[src/rtl/uart_tx_merge.sv]
`default_nettype none
// +--------------------------------------------------------------------------+
// | uart_tx_merge: merges two 8N1 TX lines frame-by-frame onto one pin.      |
// | Optional: UART_MERGE_FERR_EN (drop bad-stop bytes, flag on ferr_o).      |
// | Revision: 1.0                                                            |
// +--------------------------------------------------------------------------+
module uart_tx_merge #(
  parameter int CLK_FREQ   = 32000000,
  parameter int BAUDRATE   = 1000000,
  parameter int FIFO_DEPTH = 16
) (
  input  logic       clk_i,
  input  logic       rst_ni,
  input  logic       dbg_txd_i,
  input  logic       uart_txd_i,
  output logic       txd_o,
  output logic       busy_o,
  output logic [1:0] ovf_o,
  output logic [1:0] ferr_o
);

  localparam int c_DIV = CLK_FREQ / BAUDRATE;
  localparam int c_CW  = $clog2(c_DIV);
  localparam int c_AW  = $clog2(FIFO_DEPTH);
  localparam logic [c_CW-1:0] c_BIT_LAST  = c_CW'(c_DIV - 1);
  localparam logic [c_CW-1:0] c_HALF_LAST = c_CW'(c_DIV / 2 - 1);
  localparam logic [c_CW-1:0] c_CNT_ONE   = c_CW'(1);
  localparam logic [c_AW:0]   c_PTR_ONE   = (c_AW + 1)'(1);

  typedef enum logic [1:0] {ST_IDLE, ST_START, ST_DATA, ST_STOP} state_t;

  logic [1:0] w_line;
  logic [1:0] w_empty;
  logic [1:0] w_pop;
  logic [1:0] w_ovf;
  logic [1:0] w_ferr;
  logic [7:0] w_rd_data [2];

  assign w_line = {uart_txd_i, dbg_txd_i};

  for (genvar n = 0; n < 2; n++) begin : g_src
    logic            r_s1, r_s2, r_prev;
    state_t          r_state;
    logic [c_CW-1:0] r_cnt;
    logic [2:0]      r_bit;
    logic [7:0]      r_shift;
    logic            w_fall, w_stop_sample, w_push, w_armed;
    logic [7:0]      r_mem [FIFO_DEPTH];
    logic [c_AW:0]   r_wr, r_rd;
    logic            r_ovf, w_full, w_wr_en;

    always_ff @(posedge clk_i or negedge rst_ni) begin
      if (!rst_ni) begin
        r_s1   <= 1'b1;
        r_s2   <= 1'b1;
        r_prev <= 1'b1;
      end else begin
        r_s1   <= w_line[n];
        r_s2   <= r_s1;
        r_prev <= r_s2;
      end
    end

    assign w_fall        = r_prev & ~r_s2;
    assign w_stop_sample = (r_state == ST_STOP) && (r_cnt == '0);

    always_ff @(posedge clk_i or negedge rst_ni) begin
      if (!rst_ni) begin
        r_state <= ST_IDLE;
        r_cnt   <= '0;
        r_bit   <= '0;
        r_shift <= '0;
      end else begin
        case (r_state)
          ST_IDLE: begin
            if (w_fall && w_armed) begin
              r_state <= ST_START;
              r_cnt   <= c_HALF_LAST;
            end
          end
          ST_START: begin
            if (r_cnt == '0) begin
              // a start bit that is high again at mid-bit was only a glitch
              if (r_s2) begin
                r_state <= ST_IDLE;
              end else begin
                r_state <= ST_DATA;
                r_cnt   <= c_BIT_LAST;
                r_bit   <= '0;
              end
            end else begin
              r_cnt <= r_cnt - c_CNT_ONE;
            end
          end
          ST_DATA: begin
            if (r_cnt == '0) begin
              r_shift <= {r_s2, r_shift[7:1]};
              r_cnt   <= c_BIT_LAST;
              if (r_bit == 3'd7) r_state <= ST_STOP;
              else               r_bit   <= r_bit + 3'd1;
            end else begin
              r_cnt <= r_cnt - c_CNT_ONE;
            end
          end
          ST_STOP: begin
            if (r_cnt == '0) r_state <= ST_IDLE;
            else             r_cnt   <= r_cnt - c_CNT_ONE;
          end
          default: r_state <= ST_IDLE;
        endcase
      end
    end

`ifdef UART_MERGE_FERR_EN
    logic r_ferr, r_wait_high;

    assign w_push   = w_stop_sample & r_s2;
    assign w_armed  = ~r_wait_high;
    assign w_ferr[n] = r_ferr;

    always_ff @(posedge clk_i or negedge rst_ni) begin
      if (!rst_ni) begin
        r_ferr      <= 1'b0;
        r_wait_high <= 1'b0;
      end else if (w_stop_sample && !r_s2) begin
        r_ferr      <= 1'b1;
        r_wait_high <= 1'b1;
      end else if (r_s2) begin
        r_wait_high <= 1'b0;
      end
    end
`else
    assign w_push    = w_stop_sample;
    assign w_armed   = 1'b1;
    assign w_ferr[n] = 1'b0;
`endif

    assign w_full     = (r_wr[c_AW] != r_rd[c_AW]) && (r_wr[c_AW-1:0] == r_rd[c_AW-1:0]);
    assign w_empty[n] = (r_wr == r_rd);
    // a simultaneous pop frees the slot, so a push into a full FIFO still lands
    assign w_wr_en    = w_push && (!w_full || w_pop[n]);
    assign w_rd_data[n] = r_mem[r_rd[c_AW-1:0]];
    assign w_ovf[n]   = r_ovf;

    always_ff @(posedge clk_i) begin
      if (w_wr_en) r_mem[r_wr[c_AW-1:0]] <= r_shift;
    end

    always_ff @(posedge clk_i or negedge rst_ni) begin
      if (!rst_ni) begin
        r_wr  <= '0;
        r_rd  <= '0;
        r_ovf <= 1'b0;
      end else begin
        if (w_wr_en)                        r_wr  <= r_wr + c_PTR_ONE;
        if (w_pop[n])                       r_rd  <= r_rd + c_PTR_ONE;
        if (w_push && w_full && !w_pop[n])  r_ovf <= 1'b1;
      end
    end
  end

  state_t          r_tx_state;
  logic [c_CW-1:0] r_tx_cnt;
  logic [2:0]      r_tx_bit;
  logic [7:0]      r_tx_shift;
  logic            r_last;
  logic            r_txd;
  logic            w_load;
  logic            w_sel;

  always_comb begin
    w_sel = 1'b0;
    if (!w_empty[0] && !w_empty[1]) w_sel = ~r_last;
    else if (w_empty[0])            w_sel = 1'b1;
  end

  assign w_load = (r_tx_state == ST_IDLE) && (w_empty != 2'b11);
  assign w_pop  = {w_load & w_sel, w_load & ~w_sel};

  always_ff @(posedge clk_i or negedge rst_ni) begin
    if (!rst_ni) begin
      r_tx_state <= ST_IDLE;
      r_tx_cnt   <= '0;
      r_tx_bit   <= '0;
      r_tx_shift <= '0;
      r_last     <= 1'b1;
      r_txd      <= 1'b1;
    end else begin
      // the pin follows the state one cycle later, keeping txd_o a clean flop
      case (r_tx_state)
        ST_START: r_txd <= 1'b0;
        ST_DATA:  r_txd <= r_tx_shift[0];
        default:  r_txd <= 1'b1;
      endcase
      case (r_tx_state)
        ST_IDLE: begin
          if (w_load) begin
            r_tx_shift <= w_rd_data[w_sel];
            r_last     <= w_sel;
            r_tx_state <= ST_START;
            r_tx_cnt   <= c_BIT_LAST;
          end
        end
        ST_START: begin
          if (r_tx_cnt == '0) begin
            r_tx_state <= ST_DATA;
            r_tx_cnt   <= c_BIT_LAST;
            r_tx_bit   <= '0;
          end else begin
            r_tx_cnt <= r_tx_cnt - c_CNT_ONE;
          end
        end
        ST_DATA: begin
          if (r_tx_cnt == '0) begin
            r_tx_cnt <= c_BIT_LAST;
            if (r_tx_bit == 3'd7) begin
              r_tx_state <= ST_STOP;
            end else begin
              r_tx_bit   <= r_tx_bit + 3'd1;
              r_tx_shift <= {1'b0, r_tx_shift[7:1]};
            end
          end else begin
            r_tx_cnt <= r_tx_cnt - c_CNT_ONE;
          end
        end
        ST_STOP: begin
          if (r_tx_cnt == '0) r_tx_state <= ST_IDLE;
          else                r_tx_cnt   <= r_tx_cnt - c_CNT_ONE;
        end
        default: r_tx_state <= ST_IDLE;
      endcase
    end
  end

  assign txd_o  = r_txd;
  assign busy_o = (r_tx_state != ST_IDLE) || (w_empty != 2'b11);
  assign ovf_o  = w_ovf;
  assign ferr_o = w_ferr;

endmodule
`default_nettype wire
[config.mk]
export PLATFORM = sky130hd
export DESIGN_NAME = uart_tx_merge
export DESIGN_NICKNAME = d
export VERILOG_FILES = /design/src/rtl/uart_tx_merge.sv
export SDC_FILE = /design/constraint.sdc
export NUM_CORES = 1
export LEC_CHECK = 0
export ABC_CLOCK_PERIOD_IN_PS = 4990
export BUFFER_PORTS_ARGS = -buffer_cell sky130_fd_sc_hd__buf_2
export CAP_MARGIN = 10
export CORE_MARGIN = 4
export CORE_UTILIZATION = 40
export DETAILED_ROUTE_END_ITERATION = 16
export PLACE_DENSITY = 0.59
export SYNTH_ARGS = -nofsm -noshare
export SYNTH_HDL_FRONTEND = slang
export SYNTH_SLANG_ARGS = --single-unit
[constraint.sdc]
create_clock -name clk_i -period 4.99 [get_ports clk_i]
set_input_delay 0.2495 -clock clk_i [delete_from_list [all_inputs] [get_ports clk_i]]
set_output_delay 0.2495 -clock clk_i [all_outputs]
set_load 0.01 [all_outputs]
==> impl_metrics.env <==
export IMPL_max_freq_mhz=329.5
export IMPL_dp_slack_ps=1862
export IMPL_fin_worst_skew_ps=14.70
export IMPL_worst_pin_slew_ps=1165
export IMPL_whs_ps=210.5
export IMPL_status="finished clean"
export IMPL_met1_usage=0.2167
export IMPL_ys_top_cells_by_count="edfxtp_1, dfrtp_1, mux4_2, nand2_1, a22oi_1"
export IMPL_vdd_ir_drop_worst_mv=0.3861
export IMPL_cpPeakStageDelay_ps=890
export IMPL_synth_edff_count=256
export IMPL_post_drt_wl_per_cell_um=20.46
export IMPL_critical_path_startpoint_type="register"
export IMPL_synth_seq_cells=340
export IMPL_drc=0
export IMPL_fin_ws_ps=1955
export IMPL_drive_gt1_frac=0.1900
export IMPL_place_congestion=0.8078
export IMPL_arrival_ps=3150
export IMPL_grt_max_degree=53
export IMPL_timing_critical_path_buf_inv=1
export IMPL_grtUsageTotal=0.1458
export IMPL_io_buffers=7
export IMPL_clk_latency_ps=510
export IMPL_syn_area_um2=14480
export IMPL_drt_iter0_drc=647
export IMPL_drtPass1Iterations=5
export IMPL_area_delta_synth_final_pct=11.06
export IMPL_antennaDiodeCount=0
export IMPL_crit_slowest_cell="nor3_1"
export IMPL_worstPathMaxFanout=34
export IMPL_required_ps=5110
export IMPL_grt_pass1_wl_um=44580
export IMPL_synth_ff_type="edfxtp_1"
export IMPL_postCtsSetupBuffers=0
export IMPL_endpoint_kind="register"
export IMPL_period_share=0.6081
export IMPL_yosysTopAreaCellShare=0.5311
export IMPL_crit_chain="buf_4, xnor2_2, nand4_4, nor2_2, o41a_4, nand2_1, nor3_1"
export IMPL_grtUsageMet2=0.2243
export IMPL_start_util=0.4060
export IMPL_coreArea_um2=35660
export IMPL_drtAntennaViolNets=0
export IMPL_multi_input_area_um2=4343
export IMPL_yosys_area_top_type="edfxtp_1"
export IMPL_setup_viol=0
export IMPL_seqCellArea_um2=9802
export IMPL_finalHoldViolations=0
export IMPL_cts_buffers=36
export IMPL_synth_warnings=0
export IMPL_p_per_area_nw_per_um2=514.1
export IMPL_dieArea_um2=39300
export IMPL_vias_per_cell=5.387
export IMPL_synth_area_leaders="edfxtp_1, dfrtp_1, mux4_2, ha_1, a22oi_1"
export IMPL_rsz0062_at_grt="no"
export IMPL_dp_hpwl_um=18190
export IMPL_die_y_um=198.2
export IMPL_busiest_layer="met2"
export IMPL_synth_cell_type_count=69
export IMPL_cts_tree="yes"
export IMPL_die_x_um=198.2
export IMPL_seq_area_frac_synth=0.6770
export IMPL_routed_wl_um=28170
export IMPL_nNetsFinal=930
export IMPL_cts_sinks=340
export IMPL_path_delay_family="simple AND/OR/NAND/NOR gates"
export IMPL_fin_tns_setup_ps=0
export IMPL_fin_util=0.4509
export IMPL_row_count=69
export IMPL_drv_cap=0
export IMPL_io_pins=10
export IMPL_report_final_slew_viol_count=0
export IMPL_grtUsageMet3=0.02688
export IMPL_synthCells=878
export IMPL_fillers=3044
export IMPL_synth_most_common_cell="edfxtp_1"
export IMPL_slew_headroom=0.2171
export IMPL_clk_path_buf_depth=3
export IMPL_post_route_min_period_ps=3035
export IMPL_hold_path_class="in2async"
export IMPL_clkTransAtPathRegs_ps=60
export IMPL_via_count=7418
export IMPL_total_power_mw=8.265
export IMPL_antenna_found_initial=0
export IMPL_leakage_nw=5.879
export IMPL_cts_htree_levels=2
export IMPL_ys_async_sr_fraction=0.2471
export IMPL_critPathKind="reg2reg"
export IMPL_syn_area_per_cell_um2=16.49
export IMPL_root_buffer="clkbuf_16"
export IMPL_overflow=0
export IMPL_first_global_vias=7459
==> path summary, 6_finish.rpt <==
| kind | start | end | slack, ps | cells past startpoint |
|---|---|---|---|---|
| setup / recovery | g_src[1].r_rd[2] | g_src[0].r_mem[3][2] | 1960 | 7 |
| hold reg to reg | g_src[0].r_s1 | g_src[0].r_s2 | 350 | 0 |
| setup reg to reg | g_src[1].r_rd[2] | g_src[0].r_mem[3][2] | 1960 | 7 |
| hold / removal | rst_ni | g_src[1].r_shift[3] | 210 | 2 |
| min in group clk_i | g_src[0].r_s1 | g_src[0].r_s2 | 350 | 0 |
| max in group asynchronous | rst_ni | g_src[1].r_rd[1] | 3710 | 3 |
==> metal layers <==
layer	vias up	wire [um]
li1	3439	-
met1	3803	13240
met2	140	13200
met3	36	1246
met4	0	490
met5	-	0
==> sequential cells by signal, indices dropped and copies added, names as in the netlist, 3 cells and up, named ones only <==
name           flops
g_src.r_bit        6
r_tx_cnt           5
r_tx_shift         8
r_tx_bit           3
g_src.r_shift     16
g_src.r_rd        10
g_src.r_cnt       10
g_src.r_wr        10
g_src.r_mem      256
==> cell type report <==
type | instances | area share
Sequential cell | 340 | 0.6097
Tap cell | 461 | 0.03588
Clock buffer | 46 | 0.06094
Clock inverter | 17 | 0.009806
Multi-Input combinational cell | 471 | 0.2701
Inverter | 24 | 0.005604
Timing Repair Buffer | 18 | 0.007938
==> logic make-up after synthesis <==
group           count (synthesis)  share of synthesized area
fa+ha+maj                      35                    0.03025
buf+inv                        68                    0.02351
other cells                     1                  0.0002591
xor+xnor                       28                    0.01902
mux                            86                     0.1165
simple gates                  173                    0.06310
flops                         340                     0.6770
compound gates                147                    0.07036
==> per-stage QoR <==
stage,cell area [um^2],cells
detailed placement,14900,1310
global route,16080,1377
CTS,16070,1376
finish,16080,1377
global placement,14900,1310
floorplan,14480,879
==> repair_timing <==
| item | in CTS | in global routing |
|---|---|---|
| endpoints found under the hold margin | 33 | 0 |
| hold buffers | 3 | 0 |
| resized for setup | 0 | 0 |
==> where the power goes <==
group	leakage (nW)	internal (mW)	total (mW)	switching, mW
Combinational	1.81	0.949	2.23	1.28
Sequential	3.51	3.23	3.46	0.228
Clock	0.557	1.54	2.58	1.04
Total	5.88	5.72	8.27	2.55
==> placed cells by master (no fill, tap or decap), drive strengths merged, types with 4 or more instances in the layout <==
cell	Yosys	final
edfxtp	256	256
dfrtp	76	76
mux4	64	64
nand2	60	60
clkbuf	12	47
o21ai	41	41
a22oi	40	40
ha	35	35
nor2	34	34
and3	27	27
inv	24	24
xnor2	24	24
a21oi	21	21
mux2	20	20
clkinv	0	14
buf	32	14
nor3	13	13
a22o	11	11
nor2b	9	9
dfstp	8	8
nand2b	6	6
nand4	6	6
and2	4	4
a31oi	4	4
nand3	4	4
a41o	4	4
xor2	4	4
No activity file was read; power rests on OpenSTA's default activity.
